### config.mk
export PLATFORM = sky130hd
export DESIGN_NAME = mul_seq_trunc
export DESIGN_NICKNAME = d
export VERILOG_FILES = /design/src/rtl/mul_seq_trunc_pkg.sv /design/src/rtl/mul_trunc_mask.sv /design/src/rtl/mul_seq_trunc.sv
export SDC_FILE = /design/constraint.sdc
export NUM_CORES = 1
export LEC_CHECK = 0
export CORE_MARGIN = 2
export CORE_UTILIZATION = 25
export CTS_CLUSTER_SIZE = 16
export DETAILED_ROUTE_END_ITERATION = 7
export SLEW_MARGIN = 15
export SYNTH_ARGS = -nofsm -noshare
export SYNTH_HDL_FRONTEND = slang
export SYNTH_SLANG_ARGS = --single-unit
### constraint.sdc
create_clock -name clk -period 4.85 [get_ports clk]
set_input_delay 1.2125 -clock clk [delete_from_list [all_inputs] [get_ports clk]]
set_output_delay 1.2125 -clock clk [all_outputs]
set_load 0.01 [all_outputs]
### src/rtl/mul_seq_trunc_pkg.sv
// Shared types for the sequential truncating multiplier.
package mul_seq_trunc_pkg;

  typedef enum logic [1:0] {
    ST_IDLE = 2'd0,
    ST_BUSY = 2'd1,
    ST_DONE = 2'd2
  } state_t;

endpackage

### src/rtl/mul_trunc_mask.sv
// Column-truncation mask for one partial-product row of a shift-add
// multiplier. Bit i of the mask is cleared when the product column i+j
// falls below TRUNC_K and approximation is enabled.
module mul_trunc_mask #(
  parameter int unsigned WIDTH   = 8,
  parameter int unsigned TRUNC_K = 4,
  parameter int unsigned CW      = 4
) (
  input  logic [CW-1:0]    j_i,
  input  logic             approx_i,
  output logic [WIDTH-1:0] mask_o
);

  // Clear every multiplicand bit whose column i+j is dropped.
  always_comb begin
    mask_o = '1;
    for (int unsigned i = 0; i < WIDTH; i++) begin
      if (approx_i && ((i + 32'(j_i)) < TRUNC_K)) begin
        mask_o[i] = 1'b0;
      end
    end
  end

endmodule

### src/rtl/mul_seq_trunc.sv
// Multi-cycle unsigned shift-add multiplier with optional column truncation
// and valid/ready handshakes on input and output.
module mul_seq_trunc
  import mul_seq_trunc_pkg::*;
#(
  parameter int unsigned WIDTH   = 8,
  parameter int unsigned TRUNC_K = 4
) (
  input  logic               clk,
  input  logic               rst,
  input  logic               in_valid,
  output logic               in_ready,
  input  logic [WIDTH-1:0]   in_a,
  input  logic [WIDTH-1:0]   in_b,
  input  logic               in_approx,
  output logic               out_valid,
  input  logic               out_ready,
  output logic [2*WIDTH-1:0] out_o,
  output logic               out_approx
);

  localparam int unsigned PW = 2 * WIDTH;
  localparam int unsigned CW = $clog2(WIDTH + 1);

  state_t          state_q;
  logic [CW-1:0]   cnt_q;
  logic [WIDTH-1:0] a_q;
  logic [WIDTH-1:0] b_q;
  logic            approx_q;
  logic [PW-1:0]   acc_q;
  logic [PW-1:0]   acc_d;
  logic [PW-1:0]   out_q;
  logic            out_approx_q;
  logic [WIDTH-1:0] mask_w;
  logic [PW-1:0]   pp_w;

  mul_trunc_mask #(
    .WIDTH   (WIDTH),
    .TRUNC_K (TRUNC_K),
    .CW      (CW)
  ) u_mask (
    .j_i      (cnt_q),
    .approx_i (approx_q),
    .mask_o   (mask_w)
  );

  // b_q is shifted right each step, so b_q[0] is always multiplier bit cnt_q.
  assign pp_w = {{WIDTH{1'b0}}, a_q & mask_w} << cnt_q;

  // Accumulate the current row when its multiplier bit is set.
  always_comb begin
    acc_d = acc_q;
    if (b_q[0]) begin
      acc_d = acc_q + pp_w;
    end
  end

  assign in_ready   = (state_q == ST_IDLE);
  assign out_valid  = (state_q == ST_DONE);
  assign out_o      = out_q;
  assign out_approx = out_approx_q;

  // Handshake FSM: accept, WIDTH accumulate steps plus one load step, then hold.
  always_ff @(posedge clk or posedge rst) begin
    if (rst) begin
      state_q      <= ST_IDLE;
      cnt_q        <= '0;
      a_q          <= '0;
      b_q          <= '0;
      approx_q     <= 1'b0;
      acc_q        <= '0;
      out_q        <= '0;
      out_approx_q <= 1'b0;
    end else begin
      unique case (state_q)
        ST_IDLE: begin
          if (in_valid) begin
            a_q      <= in_a;
            b_q      <= in_b;
            approx_q <= in_approx;
            acc_q    <= '0;
            cnt_q    <= '0;
            state_q  <= ST_BUSY;
          end
        end
        ST_BUSY: begin
          if (cnt_q == CW'(WIDTH)) begin
            out_q        <= acc_q;
            out_approx_q <= approx_q;
            state_q      <= ST_DONE;
          end else begin
            acc_q <= acc_d;
            b_q   <= b_q >> 1;
            cnt_q <= cnt_q + 1'b1;
          end
        end
        ST_DONE: begin
          if (out_ready) begin
            state_q <= ST_IDLE;
          end
        end
        default: state_q <= ST_IDLE;
      endcase
    end
  end

endmodule

# --- Word level (Yosys, flattened, before mapping) ---
# Cells that the tools add are included.
# W data, S select, Z words.
word_totals:
  ff_bits: 56
  input_bits: 21
  out_inout_bits: 19
  wordCells: 72
classes:
  addsub: 9
  n_lt_le_gt_ge: 8
  n_eq_ne: 8
  n_shift: 1
  mux: 22
  bitwise: 1
  reduce_logical: 15
op_table:
  columns: ["cell", "count"]
  rows:
  - ["$lt A32 B3 Y1 const B", 7]
  - ["$mux W16", 3]
  - ["$pmux W16 S2", 1]
  - ["$add A3 B4 Y5 const A", 4]
  - ["$add A16 B16 Y16", 1]
  - ["$mux W8", 2]
  - ["$pmux W8 S2", 1]
  - ["$shl A8 B4 Y16", 1]
  - ["$add A2 B4 Y5 const A", 2]
  - ["$and A8 B8 Y8", 1]
  - ["$logic_and A1 B1 Y1", 8]
  - ["$mux W1", 8]
  - ["$mux W4", 2]
  - ["$ne A2 B2 Y1 const B", 4]
  - ["$pmux W4 S2", 1]
  - ["$mux W2", 3]
  - ["$pmux W2 S3", 1]
  - ["$reduce_and A3 Y1", 2]
  - ["$add A1 B4 Y5 const A", 1]
  - ["$add A4 B1 Y4 const B", 1]
  - ["$eq A4 B4 Y1 const B", 1]
  - ["$lt A4 B3 Y1 const B", 1]
  - ["$reduce_and A2 Y1", 2]
  - ["$reduce_and A4 Y1", 1]
  - ["5 further kinds", 5]

# --- Depth between registers and ports, before layout ---
# Gate-level depths: netlist of run 1.
depth:
  ltp_word: 10
  depth_mapped: 20
  mapped_depth_nobuf: 17

# --- Hierarchy ---
# Synthesis of run 1 repeated with hierarchy kept, for this count alone.
unflattened:
  hier_cells: 407
  hier_area_um2: 3658.5
by_module_without_submodules:
  columns: ["module", "instances", "cells_per_inst", "area_each_um2", "seq_area_each_um2"]
  rows:
  - ["mul_seq_trunc", 1, 373, 3404.5, 1401.3]
  - ["mul_trunc_mask", 1, 34, 254.0, 0.0]

# --- Worst setup path after synthesis of run 1 ---
# OpenSTA, ideal clock, no wires.
synth_timing:
  kind: "flip-flop to flip-flop"
  start: "reg cnt_q[1]"
  end: "reg acc_q[15]"
  setup_ps: 101
  arrival_time_ps: 3982
  required_time_ps: 4749
  path_slack_ps: 767
  path_stages_with_launch: 20
  n_path_buf: 2
  period_less_slack_ps: 4083
  cell_sequence: "dfrtp_1 -> buf_2 -> inv_2 -> ha_1 -> a211o_1 -> o32a_1 -> o21ai_0 -> o21ai_0 -> a21o_1 -> a21oi_1 -> o22ai_1 -> ha_1 -> and3_1 -> buf_2 -> o211a_1 -> a211o_1 -> a41oi_1 -> or4_4 -> and2_1 -> o311ai_2"
synth_between:
  elab_chain_cells: 10
  elab_cells_between_ends: 40
  cone_classes: "add/sub: 8; order compare: 8; eq/ne: 2; shift: 1; mux: 11; bitwise: 1; reduce/logical: 9"
synth_lines:
  columns: ["item", "line", "text"]
  rows:
  - ["start, declared", "mul_seq_trunc.sv:26", "logic [CW-1:0] cnt_q;"]
  - ["start signal, assigned", "mul_seq_trunc.sv:94", "cnt_q <= cnt_q + 1'b1;"]
  - ["$add A1 B4 Y5, or another cell as far along", "mul_trunc_mask.sv:18", "if (approx_i && ((i + 32'(j_i)) < TRUNC_K)) begin"]
  - ["$lt A32 B3 Y1", "mul_trunc_mask.sv:18", null]
  - ["$logic_and A1 B1 Y1", "mul_trunc_mask.sv:18", null]
  - ["$mux W1", "mul_trunc_mask.sv:18", null]
  - ["$and A8 B8 Y8", "mul_seq_trunc.sv:48", "assign pp_w = {{WIDTH{1'b0}}, a_q & mask_w} << cnt_q;"]
  - ["$shl A8 B4 Y16", "mul_seq_trunc.sv:48", null]
  - ["$add A16 B16 Y16", "mul_seq_trunc.sv:54", "acc_d = acc_q + pp_w;"]
  - ["$mux W16", "mul_seq_trunc.sv:53", "if (b_q[0]) begin"]
  - ["$mux W16", "mul_seq_trunc.sv:87", "if (cnt_q == CW'(WIDTH)) begin"]
  - ["$pmux W16 S2", "mul_seq_trunc.sv:75", "unique case (state_q)"]
  - ["end signal, assigned", "mul_seq_trunc.sv:71", "acc_q <= '0;"]
  - ["end signal, assigned", "mul_seq_trunc.sv:81", "acc_q <= '0;"]
  - ["end signal, assigned", "mul_seq_trunc.sv:92", "acc_q <= acc_d;"]
  - ["end, declared", "mul_seq_trunc.sv:30", "logic [PW-1:0] acc_q;"]
# Parallel ways exist; a longest one is shown, timed or not. The select of a mux whose other input is x is not followed.
# A chain may end at the register's enable or synchronous reset.

# --- Final worst setup path of run 1 ---
layout_timing:
  start: "reg cnt_q[2]"
  end: "reg acc_q[15]"
# Same word-level chain as after synthesis.

==> results of run 1 <==
-- registers in the layout (all words and copies together), names as in the netlist --
name,cells
a_q,8
acc_q,16
approx_q,1
b_q,8
cnt_q,4
out_approx,1
out_o,16
state_q,2
-- logic make-up (layout without fill, tap and decap cells) --
group | Yosys count | in the layout | share of synthesized area (%)
AO/OA/AOI/OAI | 122 | 122 | 21.7
AND/OR/NAND/NOR | 125 | 125 | 16.1
buffers and inverters | 39 | 75 | 4.39
adder cells (fa/ha/maj) | 24 | 24 | 8.30
XOR/XNOR | 10 | 10 | 2.36
multiplexers | 29 | 29 | 9.35
flip-flops | 56 | 56 | 37.8
-- cell usage in the layout, fill, tap and decap left out, types with 3 or more instances in the layout --
cell              n
a211o_1           4
a21o_1            5
a21oi_1          20
a22o_1            3
a311oi_1          3
a31oi_1           8
and2_1            7
buf_4             8
clkbuf_16         5
clkdlybuf4s50_1  39
dfrtp_1          55
ha_1             23
inv_1            18
mux2_2           25
nand2_1          52
nand2b_1          9
nand3_1           7
nor2_1           23
nor2b_1           5
nor3_1            7
o211ai_1          3
o21a_1            8
o21ai_0          39
o22ai_1           4
o31ai_1           3
or3_1             3
xnor2_1           5
xor2_1            5
-- timing repair --
action                                  4_1_cts  5_1_grt
gates resized for setup                       0        1
hold buffers                                  0        0
hold endpoints to repair                      0        0
endpoints found under the setup margin        0        1
-- power by group through the flow --
stage	Combinational, uW	Clock (uW)	Sequential, uW
finish	2220	435	858
global route	2510	467	889
CTS	2240	450	860
detailed placement	2230	0	870
global placement	2190	0	859
floorplan	1640	0	836
-- layer usage --
| metal | wire [um] | global-route usage (%) | up-vias |
|---|---|---|---|
| met2 | 4530 | 21.0 | 54 |
| met3 | 323 | 2.12 | 10 |
| met4 | 172 | 4.46 | 0 |
| li1 | - | - | 1537 |
| met5 | 0 | 0 | - |
| met1 | 4310 | 15.8 | 1476 |
-- layout make-up --
| type | instances | share of cell area, % |
|---|---|---|
| multi-input cells | 310 | 47.9 |
| flip-flops and latches | 56 | 31.3 |
| repair buffers | 47 | 10.0 |
| well taps | 184 | 5.13 |
| clock buffers | 6 | 3.10 |
| inverters | 20 | 1.67 |
| clock inverters | 2 | 0.865 |
-- final timing paths --
check / start / depth (start not counted) / endpoint / slack [ns]
worst max-delay path: cnt_q[2] / 16 / acc_q[15] / 0.38
worst min-delay path: out_o[12] / 1 / out_o[12] / 0.51
worst max register to register: cnt_q[2] / 16 / acc_q[15] / 0.38
worst min register to register: out_o[12] / 1 / out_o[12] / 0.51
max in group asynchronous: rst / 3 / cnt_q[1] / 2.68
min in group asynchronous: rst / 2 / acc_q[12] / 1.37
-- stage by stage --
step / cells / utilization (%) / setup slack [ns]
finish: 625 / 30.9 / 0.382
floorplan: 405 / - / 0.767
detailed placement: 617 / 29.6 / 0.341
global route: 625 / 30.9 / 0.0240
CTS: 625 / 30.9 / 0.318
global placement: 617 / 29.6 / 0.448
-- Yosys cell counts (4+ instances only) --
master / count / area share (%)
dfrtp_1: 56 / 38
nand2_1: 52 / 5.3
o21ai_0: 39 / 5.3
mux2_2: 25 / 7.6
ha_1: 23 / 7.8
nor2_1: 23 / 2.3
a21oi_1: 20 / 2.7
inv_1: 19 / 1.9
clkbuf_1: 11 / 1.1
nand2b_1: 9 / 1.5
a31oi_1: 8 / 1.4
o21a_1: 8 / 1.6
and2_1: 7 / 1.2
nand3_1: 7 / 0.94
nor3_1: 7 / 0.94
a21o_1: 5 / 1.0
nor2b_1: 5 / 0.84
xnor2_1: 5 / 1.2
xor2_1: 5 / 1.2
a211o_1: 4 / 0.94
a311oi_1: 4 / 0.94
buf_2: 4 / 0.54
o22ai_1: 4 / 0.67
==> run metrics, run 1 <==
status=finished, final reports clean; FF/Latch Area=1400 um^2; Final Setup Violations=0; Area Overhead vs Synth=21.0%; CP Launch Type=flop; Sw Ratio=45.3%; relative slew slack=46.0%; Placed Area=roughly 4300 um^2; Async SR Flop Fraction=100%; area of the multi-input gates=2150 um^2; hold crit path type=reg2reg; vias per inst=4.92; layout cells sized above 1=11.8%; post-synthesis net count=450; synth unique cells=60; antenna violations before repair=0; Mapped Cells=405; Core ar.=14,500 um^2; Slew @ Worst Pin=0.809 ns; Initial Util=25.5%; critical path arrival=4.67 ns; Hold Vio Cnt, Final=0; number of synthesized register bits=between 50 and 60; synthesized area per cell=9.15 um^2; WL/cell=14.9 um; nets@finish=485; crit path max fanout=23; DR iter-0 viols=slightly below 200; Root Buffer=clkbuf_16; total gr overflow=0; RD Place Congestion=0.843; clock sinks=56; Worst Setup End Kind=flop; Clk pwr share=12.4%; max-slew violations=0; dpl hpwl=approximately 7100 um; slowest CP cell=or4_4; Post-synth EDFFs=0; row count=44; top_reg_cell synth=dfrtp_1; Seq/Total Area, Yosys=37.8%; Die Y=126 um; DRC violations left=0; synthesized area=3710 um^2; CP required=5.06 ns; Max-Cap Viols=0; Int Power=1920 uW; Antenna Nets Post-Route=0; Clock Latency Late Sink=0.31 ns; largest net degree at the start of global routing=36; CP peak stage delay=0.56 ns; Worst-path clk slew=approximately 0.070 ns; boundary pin count=40; combinational fraction of design power=63.2%; CTS tree=built; CP Buf/Inv Count=1; worst path cell trace=buf_4 > nand2b_1 > o32a_1 > o21ai_0 > o21ai_0 > a21o_1 > a21oi_1 > o22ai_1 > ha_1 > and3_1 > o211a_1 > a211o_1 > a41oi_1 > or4_4 > and2_1 > o311ai_2; hold slack final=0.509 ns; Peak VDD IR=0.238 mV; Bufs on Longest Clock Path=2; CP dominant cell by count=o21ai_0; global-route wire length before repair=15,700 um; ANT cells=0; minimum clock period=4.47 ns; Clock Skews=0.0100 ns; register share of total power=24.4%; RSZ-0062 raised after global routing=false; Final period util=92.1%; Fillers=1,584; total power=3520 uW; TritonRoute pass-1 iters=4; Setup Fix Bufs, Post-CTS=0; Leak=0.00196 uW; Net Sw Power=1590 uW; vias in the first global route=3,077; WL final=9330 um; Highest Clock Rate=0.224 GHz; Fin Setup TNS=0 ns; Num CTS Buffers=5; kind of critical path=reg2reg; routed vias=3,077; Synth Warn #=0; H-tree levels=2; PD cells=784 nW/um^2; kind of cell adding the most delay to the critical path=compound AO/OA/AOI/OAI gates; Tot GR Track Use=between 10% and 20%; die width=126 um; Die Area=15,800 um^2; post-route cell area=4490 um^2; PortBufs=39
Power figures use the tool's default switching activity.
==> run 2: changes to the inputs <==
Settings changed: CAP_MARGIN from default to 20.
==> results of run 2 <==
Final layout, timing and power as in run 1 (identical DEF).
